[src/rtl/uart_dmem_loader.sv]
`timescale 1ns/1ps
// Assembles UART bytes into little-endian 32-bit words and writes them
// into the data RAM, ending the session on a full RAM or an idle timeout.
module uart_dmem_loader #(
    parameter int WORD_COUNT   = 16384,
    parameter int IDLE_TIMEOUT = 100000
) (
    input  logic        clock,
    input  logic        reset_n,
    input  logic        start_i,
    input  logic        rx_valid_i,
    input  logic [7:0]  rx_byte_i,
    output logic        upg_wen_o,
    output logic [13:0] upg_adr_o,
    output logic [31:0] upg_dat_o,
    output logic        upg_done_o,
    output logic        busy_o,
    output logic [14:0] word_cnt_o,
    output logic        overflow_o
);

    localparam int TW = $clog2(IDLE_TIMEOUT + 1);

    typedef enum logic [1:0] {
        S_IDLE,
        S_LOAD,
        S_WRITE,
        S_DONE
    } state_t;

    state_t        r_state;
    state_t        w_next;
    logic [31:0]   r_asm;
    logic [1:0]    r_k;
    logic [TW-1:0] r_tmo;
    logic          r_seen;
    logic          r_last;
    logic [14:0]   r_wcnt;
    logic [13:0]   r_adr;
    logic [31:0]   r_dat;
    logic          r_ovf;

    logic          w_start;
    logic          w_word;
    logic          w_expire;
    logic          w_full;
    logic [14:0]   w_cnt_inc;

    always_comb begin
        w_start   = start_i && (r_state == S_IDLE || r_state == S_DONE);
        w_word    = (r_state == S_LOAD) && rx_valid_i && (r_k == 2'd3);
        // A byte in the expiry cycle wins, so expiry requires no strobe
        w_expire  = (r_state == S_LOAD) && r_seen && !rx_valid_i &&
                    (r_tmo == TW'(IDLE_TIMEOUT - 1));
        w_cnt_inc = r_wcnt + 15'd1;
        w_full    = (w_cnt_inc == 15'(WORD_COUNT));
        w_next    = r_state;
        case (r_state)
            S_IDLE, S_DONE: begin
                if (start_i) w_next = S_LOAD;
            end
            S_LOAD: begin
                if (w_word)
                    w_next = S_WRITE;
                else if (w_expire)
                    w_next = (r_k != 2'd0) ? S_WRITE : S_DONE;
            end
            S_WRITE: begin
                w_next = (r_last || w_full) ? S_DONE : S_LOAD;
            end
            default: w_next = S_IDLE;
        endcase
    end

    always_ff @(posedge clock or negedge reset_n) begin
        if (!reset_n) r_state <= S_IDLE;
        else          r_state <= w_next;
    end

    always_ff @(posedge clock or negedge reset_n) begin
        if (!reset_n) begin
            r_asm  <= '0;
            r_k    <= '0;
            r_tmo  <= '0;
            r_seen <= 1'b0;
            r_last <= 1'b0;
            r_wcnt <= '0;
            r_adr  <= '0;
            r_dat  <= '0;
            r_ovf  <= 1'b0;
        end else if (w_start) begin
            r_asm  <= '0;
            r_k    <= '0;
            r_tmo  <= '0;
            r_seen <= 1'b0;
            r_last <= 1'b0;
            r_wcnt <= '0;
            r_ovf  <= 1'b0;
        end else begin
            case (r_state)
                S_LOAD: begin
                    if (rx_valid_i) begin
                        r_tmo  <= '0;
                        r_seen <= 1'b1;
                        if (r_k == 2'd3) begin
                            r_dat <= {rx_byte_i, r_asm[23:0]};
                            r_adr <= r_wcnt[13:0];
                            r_asm <= '0;
                            r_k   <= '0;
                        end else begin
                            r_asm[{r_k, 3'b000} +: 8] <= rx_byte_i;
                            r_k <= r_k + 2'd1;
                        end
                    end else if (w_expire) begin
                        r_tmo <= '0;
                        // Unfilled lanes are already zero after each word
                        if (r_k != 2'd0) begin
                            r_dat  <= r_asm;
                            r_adr  <= r_wcnt[13:0];
                            r_asm  <= '0;
                            r_k    <= '0;
                            r_last <= 1'b1;
                        end
                    end else if (r_seen) begin
                        r_tmo <= r_tmo + 1'b1;
                    end
                end
                S_WRITE: begin
                    r_wcnt <= w_cnt_inc;
                    if (rx_valid_i) begin
                        r_asm[7:0] <= rx_byte_i;
                        r_k        <= 2'd1;
                        r_tmo      <= '0;
                    end
                end
                S_DONE: begin
                    if (rx_valid_i && r_wcnt == 15'(WORD_COUNT))
                        r_ovf <= 1'b1;
                end
                default: ;
            endcase
        end
    end

    assign upg_wen_o  = (r_state == S_WRITE);
    assign upg_done_o = (r_state == S_DONE);
    assign busy_o     = (r_state == S_LOAD) || (r_state == S_WRITE);
    assign upg_adr_o  = r_adr;
    assign upg_dat_o  = r_dat;
    assign word_cnt_o = r_wcnt;
    assign overflow_o = r_ovf;

endmodule

[config.mk]
export PLATFORM = sky130hd
export DESIGN_NAME = uart_dmem_loader
export DESIGN_NICKNAME = d
export VERILOG_FILES = /design/src/rtl/uart_dmem_loader.sv
export SDC_FILE = /design/constraint.sdc
export NUM_CORES = 1
export LEC_CHECK = 0
export BUFFER_PORTS_ARGS = -buffer_cell sky130_fd_sc_hd__buf_2
export CORE_ASPECT_RATIO = 1.5
export CORE_MARGIN = 1.5
export CORE_UTILIZATION = 50
export CTS_CLUSTER_SIZE = 20
export DETAILED_ROUTE_END_ITERATION = 12
export PLACE_DENSITY = 0.84
export RECOVER_POWER = 25
export SYNTH_ARGS = -nofsm -noshare
export SYNTH_HDL_FRONTEND = slang
export SYNTH_SLANG_ARGS = --single-unit
[constraint.sdc]
create_clock -name clock -period 2.6 [get_ports clock]
set_clock_uncertainty 0.05 [all_clocks]
set_input_delay 0.26 -clock clock [delete_from_list [all_inputs] [get_ports clock]]
set_output_delay 0.26 -clock clock [all_outputs]
set_load 0.01 [all_outputs]
## After elaboration in Yosys (flattened, before gate mapping)

Cells that the tools add are included.

| storage, ports and cells | value |
|---|---|
| register bits after elaboration | 117 |
| input port bits | 12 |
| output and inout port bits | 65 |
| logic and storage cells | 116 |

| operators by class | value |
|---|---|
| add/subtract/negate cells | 4 |
| eq/ne operators | 15 |
| shift operators | 2 |
| mux-type cells | 49 |
| bitwise gates (word level) | 1 |
| reduce and logical (&&, ||, !) cells | 34 |

Operators with widths:

| operator | number |
|---|---|
| 32-bit two-way mux | 9 |
| 17-bit two-way mux | 5 |
| 14-bit two-way mux | 4 |
| 17-bit case mux with 2 select lines | 1 |
| 32-bit bitwise mux | 1 |
| 8-bit by 7-bit variable shift with 32-bit output, first input constant | 1 |
| 8-bit by 7-bit variable part select with 32-bit output | 1 |
| 15-bit equality test, second input constant | 2 |
| 15-bit two-way mux | 2 |
| 24-bit two-way mux | 1 |
| 2-bit two-way mux | 10 |
| 2-bit nonzero test | 10 |
| 17-bit by 1-bit adder with 17-bit output, second input constant | 1 |
| 17-bit equality test, second input constant | 1 |
| 8-bit case mux with 2 select lines | 1 |
| 15-bit by 1-bit adder with 15-bit output, second input constant | 1 |
| 1-bit two-way mux | 12 |
| 3-bit nonzero test | 3 |
| 8-bit two-way mux | 1 |
| 4-bit AND reduction | 2 |
| 1-bit logical AND | 7 |
| 5-bit negation with 7-bit output | 1 |
| 2-bit equality test, second input constant | 3 |
| 2-bit case mux with 3 select lines | 1 |
| other kinds (18) | 24 |

## Logic depth before layout (Yosys ltp)

Gate-level depths: netlist of the first run.

| logic depth | value |
|---|---|
| word-level depth | 8 |
| depth in mapped cells | 11 |
| mapped depth without buffers | 8 |

## Worst setup path after synthesis of the first run

Ideal clock, no wire load.

| timing | value |
|---|---|
| kind | flip-flop to flip-flop |
| start | register r_state[0] |
| end | register r_tmo[15] |
| library setup time | 0.064 ns |
| arrival time | 2.341 ns |
| required time | 2.486 ns |
| path slack | 0.145 ns |
| stages on the path, launching flop included | 9 |
| path buffers | 0 |
| period minus slack after synthesis | 2.455 ns |
| cell sequence | dfrtp_1 -> inv_1 -> ha_1 -> inv_1 -> nor2_1 -> a2111oi_0 -> nand2_1 -> nor4_1 -> a21o_1 |

| on the way | value |
|---|---|
| word-level cells in the longest chain between the ends | 8 |
| elaborated cells between the ends (all ways) | 17 |
| those cells by class | 5 x eq/ne; 4 x mux; 8 x reduce/logical |

Ends and longest elaborated chain:

| element | RTL line | source |
|---|---|---|
| start: declaration | 31 | `state_t r_state;` |
| start signal: assignment | 77 | `else r_state <= w_next;` |
| 2-bit by 1-bit equality test with 1-bit output | 53, 100 |  |
| 1-bit logical AND (3 in a row) | 53 | `w_expire = (r_state == S_LOAD) && r_seen && !rx_valid_i &&` |
| 17-bit two-way mux | 114 | `end else if (w_expire) begin` |
| 17-bit two-way mux | 102 | `if (rx_valid_i) begin` |
| 17-bit case mux with 2 select lines | 100 | `case (r_state)` |
| 17-bit two-way mux | 91 | `end else if (w_start) begin` |
| end signal: assignment | 125 | `r_tmo <= r_tmo + 1'b1;` |
| end: declaration | 35 | `logic [TW-1:0] r_tmo;` |

Parallel ways exist; a longest one is shown, timed or not.
A chain may end at the register's enable or synchronous reset.

## Final worst setup path of the first run

| timing | value |
|---|---|
| start | register r_tmo[8] |
| end | register r_dat[1] (netlist: upg_dat_o[1]) |

| on the way | value |
|---|---|
| word-level cells in the longest chain between the ends | 4 |

Ends and longest elaborated chain:

| element | RTL line | source |
|---|---|---|
| 17-bit equality test | 54 | `(r_tmo == TW'(IDLE_TIMEOUT - 1));` |
| 1-bit logical AND | 53 |  |
| 2-bit nonzero test (no source line) | n/a |  |
| 5-bit AND reduction (no source line) | n/a |  |
| end signal: assignment | 106 | `r_dat <= {rx_byte_i, r_asm[23:0]};` |
| end signal: assignment | 118 | `r_dat <= r_asm;` |
| end: declaration | 40 | `logic [31:0] r_dat;` |

No other way between the ends.

==> results.cfg, run 1 <==
[clock_network]
cts.clk_slew.worst_paths_ns = 0.06
htreeDepth = 4
cts_setup_buffers = 0
cts_sinks = 117
clockRootBuffer = clkbuf_16
cts_tree = built
clock_path_buffers = 2
clock_latency_ns = 0.41
numCtsBuffers = 17

[finish]
antennaDiodeCount = 0
final_util = 0.630
stdcell_area_um2 = 6600
nFillCells = 830
fin_cells = 741
nets = 606
layout_common_cells = dfrtp_1, buf_2, nand2_1
final_common_cell = dfrtp_1
seq_area_um2 = 2930
multi_input_area_um2 = 2270
drive_gt1_frac = 0.245
synthToLayoutAreaGrowth_pct = 23.2

[grt]
grt_use_met2 = 0.427
grt_max_degree = 59
grt_pass1_vias = 4354
grt_pass1_wl_um = 21500
grt_use_met3 = 0.0544
antenna_found_initial = 0
track_usage = 0.248
gr-max-usage-layer = met2
met1_usage = 0.285
gr-total-overflow = 0

[yosys]
yosys-top-cells-area = dfrtp_1, mux2_2, a22o_1
async_reset_ff_frac = 1.00
synth_nets = 518
synth.avg_cell_area_um2 = 10.8
yosys.area.top_type = dfrtp_1
synth.distinct_cells = 45
netlist_area_um2 = 5360
synth_edf_count = 0
synth_cells = 496
seq_area_frac_synth = 0.547
yosysWarnings = 0
synth_top_area_frac = 0.547
yosys_most_used_dff = dfrtp_1
synth-seq-cells = 117

[floorplanning]
start_util = 0.511
chipHeight_um = 130
chipWidth_um = 87.5
fp-row-count = 46
num_io_pins = 77
core_area_um2 = 10500
die_area_um2 = 11400

[sta]
period_minus_slack_ns = 2.49
slew_violations = 0
timing.setup.tns_ns = 0
period_share = 0.959
rsz0062_at_grt = no
finalHoldViolCount = 0
worst_slew_pin_slew_ns = 1.47
max-slew-margin-rel = 0.0196
setup_viol = 0
max_freq_mhz = 401

[worst_setup_path]
reg2reg_slack_ns = 0.11
cpMaxStageDelayCell = or4_4
critical_path.startpoint_type = flop
slowest_delay_ns = 0.58
endpoint_kind = flop
crit_chain = or4_4, nor4b_4, nand3_1, a21o_4, buf_12, mux2_4
critPathKind = reg -> reg
worst-path-max-fanout = 38
required_ns = 2.84
critPathArrivalTime_ns = 2.74
cp_top_family = simple AND/OR/NAND/NOR gates
worst-path-buf-inv = 1

[placed_design]
placed_cell_area_um2 = 5980
place_hpwl_um = 8490
place.gp.congestion = 0.892
dp.cells = 708
port-buffer-count = 76

[outcome]
status = finished clean

[run]
drv_cap = 0

[hold_path]
hold_class = in -> reg

[pwr]
leakage_nw = 3.32
power_density_nw_per_um2 = 958
ir_drop_uv = 556

[detailed_routing]
drt_wl_total_um = 12900
route.detailed.drc = 0
wire_per_inst_um = 17.5
vias_per_cell = 5.72
ant_nets = 0
vias = 4241
drt-initial-drc-count = 273
dr.pass1.iters = 5
[per-layer routing]
metal | part of all wire | up-vias | wire length, µm
li1 | - | 1947 | -
met2 | 0.53 | 140 | 6900
met3 | 0.040 | 32 | 516
met1 | 0.40 | 2122 | 5130
met4 | 0.030 | 0 | 393
met5 | 0 | - | 0
[registers in the layout, summed over array words and instances, names as in the netlist, 2 cells and up]
register / flops
r_asm: 32
r_tmo: 17
upg_adr_o: 14
r_state: 2
upg_dat_o: 32
r_k: 2
word_cnt_o: 15
[worst paths after layout]
path | start | cells after the start | to
worst max-delay path | r_tmo[8] | 6 | upg_dat_o[1]
worst min-delay path | rx_byte_i[4] | 2 | r_asm[20]
worst max register to register | r_tmo[8] | 6 | upg_dat_o[1]
worst min register to register | upg_adr_o[0] | 2 | upg_adr_o[0]
max in group asynchronous | reset_n | 2 | r_asm[3]
min in group asynchronous | reset_n | 2 | r_asm[21]
[stage by stage]
step                      power, mW  hold WS (ns)  setup slack (ns)
after detailed placement       3.83         0.328             0.131
after global routing           6.64         0.109            0.0252
after global placement         3.77         0.315             0.194
after floorplan                3.23       -0.0856             0.145
final                          6.32         0.100             0.106
after CTS                      6.35        0.0878            0.0905
[layout make-up]
cell class	count	share of cell area
Clock buffer	20	0.0692
Inverter	14	0.00796
Sequential cell	117	0.444
Tap cell	144	0.0273
Multi-Input combinational cell	339	0.344
Timing Repair Buffer	95	0.0819
Clock inverter	12	0.0265
[kinds of logic after synthesis]
family	after synthesis	synth area share
and+or+nand+nor	158	0.145
buffers and inverters	40	0.0313
xor gates and xnor gates	16	0.0262
adders and majority gates	10	0.0234
DFF	117	0.547
AOI/OAI and AO/OA	111	0.131
muxes	44	0.0960
[repair_timing]
| action | in CTS | in global routing |
|---|---|---|
| endpoints found under the hold margin | 56 | 0 |
| setup endpoints to repair | 0 | 3 |
| resized for setup | 0 | 1 |
| hold buffers | 1 | 0 |
[worst reg2reg max path, delay by kind of cell, from the launching register on]
family	cells	cell delay, ns
compound gates	1	0.30
mux	1	0.34
simple gates	3	1.08
flops	1	0.42
buf+inv	1	0.19
[Yosys cell counts, types with 3 or more instances]
cell,count
nor2_1,34
and2_1,8
dfrtp_1,117
a31oi_1,11
xnor2_1,4
nor3_1,7
or3_1,4
nor4_1,6
a21o_1,3
ha_1,10
nor3b_1,3
mux2_4,8
xor2_1,12
clkbuf_1,21
mux2_2,27
nand4_1,12
o31ai_1,3
mux2i_1,9
nand3_1,15
a22o_1,23
inv_1,14
a21oi_1,21
nand2_1,53
o21ai_0,40
and3_1,7
[power by group]
group,leakage [nW],switching [mW],total [mW],internal (mW)
clock network,0.303,0.836,2.49,1.65
logic,1.40,0.960,1.56,0.600
registers,1.62,0.199,2.27,2.07
total,3.32,1.99,6.32,4.33
(Power assumes the default switching activity.)
==> run 2, diff against run 1 <==
--- a/config.mk
+++ b/config.mk
@@ -11,6 +11,7 @@
 export CORE_UTILIZATION = 50
 export CTS_CLUSTER_SIZE = 20
 export DETAILED_ROUTE_END_ITERATION = 12
+export GPL_TIMING_DRIVEN = 0
 export PLACE_DENSITY = 0.84
 export RECOVER_POWER = 25
 export SYNTH_ARGS = -nofsm -noshare
==> results.cfg, run 2 (synthesized netlist as in run 1, its figures left out) <==
[worst_setup_path]
reg2reg_slack_ns = 0.04
r2r-start = r_tmo[0]
endpoint_kind = flop
reg2regPathDepth = 8
critical_path.startpoint_type = flop
crit_chain = ha_1, nand4_1, nor2_2, a2111oi_1, buf_2, nand2_1, nor4_1, a21o_1
critPathArrivalTime_ns = 2.87
slowest_delay_ns = 0.67
critPathKind = reg -> reg
reg2reg_to = r_tmo[15]
worst-path-max-fanout = 8
cpMaxStageDelayCell = a2111oi_1
required_ns = 2.91

[finish]
synthToLayoutAreaGrowth_pct = 21.7
antennaDiodeCount = 0
drive_gt1_frac = 0.241
final_common_cell = dfrtp_1
nets = 614
layout_common_cells = dfrtp_1, buf_2, nand2_1
stdcell_area_um2 = 6520
fin_cells = 749

[floorplanning]
fp-row-count = 46
start_util = 0.511
chipHeight_um = 130
die_area_um2 = 11400
num_io_pins = 77
chipWidth_um = 87.5
core_area_um2 = 10500

[sta]
timing.setup.tns_ns = 0
period_share = 0.984
period_minus_slack_ns = 2.56
setup_ws_ns = 0.0404
max-slew-margin-rel = 0.0405
max_freq_mhz = 391
slew_violations = 0
holdWs_ns = 0.115
worst_slew_pin_slew_ns = 1.44
rsz0062_at_grt = yes
finalHoldViolCount = 0
setup_viol = 0

[hold_path]
hold_class = in -> reg
whs_path_depth = 2
holdCritStartpoint = rx_byte_i[3]
min_to = r_asm[3]

[grt]
grt_pass1_wl_um = 21300
gr-total-overflow = 0
track_usage = 0.247
antenna_found_initial = 0
grt_max_degree = 63
grt_pass1_vias = 4388

[clock_network]
numCtsBuffers = 17
cts_tree = built
clock_latency_ns = 0.42
clock_path_buffers = 2
cts.clk_slew.worst_paths_ns = 0.05
cts_sinks = 117
clockRootBuffer = clkbuf_16
htreeDepth = 4

[pwr]
power_density_nw_per_um2 = 921
ir_drop_uv = 589
leakage_nw = 3.26

[placed_design]
place.gp.congestion = 0.904
pre_cts_ws_ns = -0.215
port-buffer-count = 75
placed_cell_area_um2 = 5950
dp.cells = 717
place_hpwl_um = 8920

[detailed_routing]
vias = 4372
wire_per_inst_um = 17.7
ant_nets = 0
dr.pass1.iters = 5
drt-initial-drc-count = 393
drt_wl_total_um = 13300
route.detailed.drc = 0
vias_per_cell = 5.84

[outcome]
status = finished clean

[run]
drv_cap = 0
## run 2: what timing repair did
action	in CTS	in global routing
hold endpoints to repair	55	0
pin swaps	1	0
resized for setup	2	11
setup buffers	1	0
hold buffers	1	0
endpoints found under the setup margin	60	77
## run 2: how the worst max path moves through the flow
stage	end	slack [ns]	startpoint
3_5_place_dp	upg_dat_o[30]	-0.21	r_state[1]
3_3_place_gp	r_tmo[15]	-0.48	r_state[0]
6_report	r_tmo[15]	0.04	r_tmo[0]
2_1_floorplan	r_tmo[15]	0.15	r_state[0]
4_1_cts	upg_dat_o[31]	0.02	r_tmo[0]
5_1_grt	r_tmo[15]	-0.13	r_state[0]
## run 2: final cells by class
type                    count  area, µm²
multi-input cells         339       2280
repair buffers             79        410
plain buffers              24        111
clock buffers              20        447
well taps                 144        180
flip-flops and latches    117       2930
fillers                   843       3960
inverters                  14       52.6
clock inverters            12        108
## run 2: per-layer routing
metal	track usage	vias to the layer above	routed length [µm]	part of all wire
li1	-	1960	-	-
met1	0.275	2192	4980	0.38
met2	0.433	172	7040	0.53
met3	0.0563	48	765	0.058
met4	0.134	0	488	0.037
met5	0	-	0	0
## run 2: critical path: cells and delay by family (launching register included)
kind | cells | cell delay [ns]
buffers and inverters | 1 | 0.28
adder cells (fa/ha/maj) | 1 | 0.27
AND/OR/NAND/NOR | 4 | 0.69
AO/OA/AOI/OAI | 2 | 0.78
flip-flops | 1 | 0.43
## run 2: report_power, final
group | switching (mW) | leakage [nW] | internal (mW)
registers | 0.219 | 1.62 | 2.07
logic | 0.992 | 1.39 | 0.555
clock network | 0.838 | 0.254 | 1.33
total | 2.05 | 3.26 | 3.96
## run 2: through the flow
stage,power (mW),util
after CTS,6.00,0.623
after global routing,6.31,0.622
after global placement,3.71,0.564
after detailed placement,3.81,0.568
after floorplan,3.23,-
final,6.00,0.622
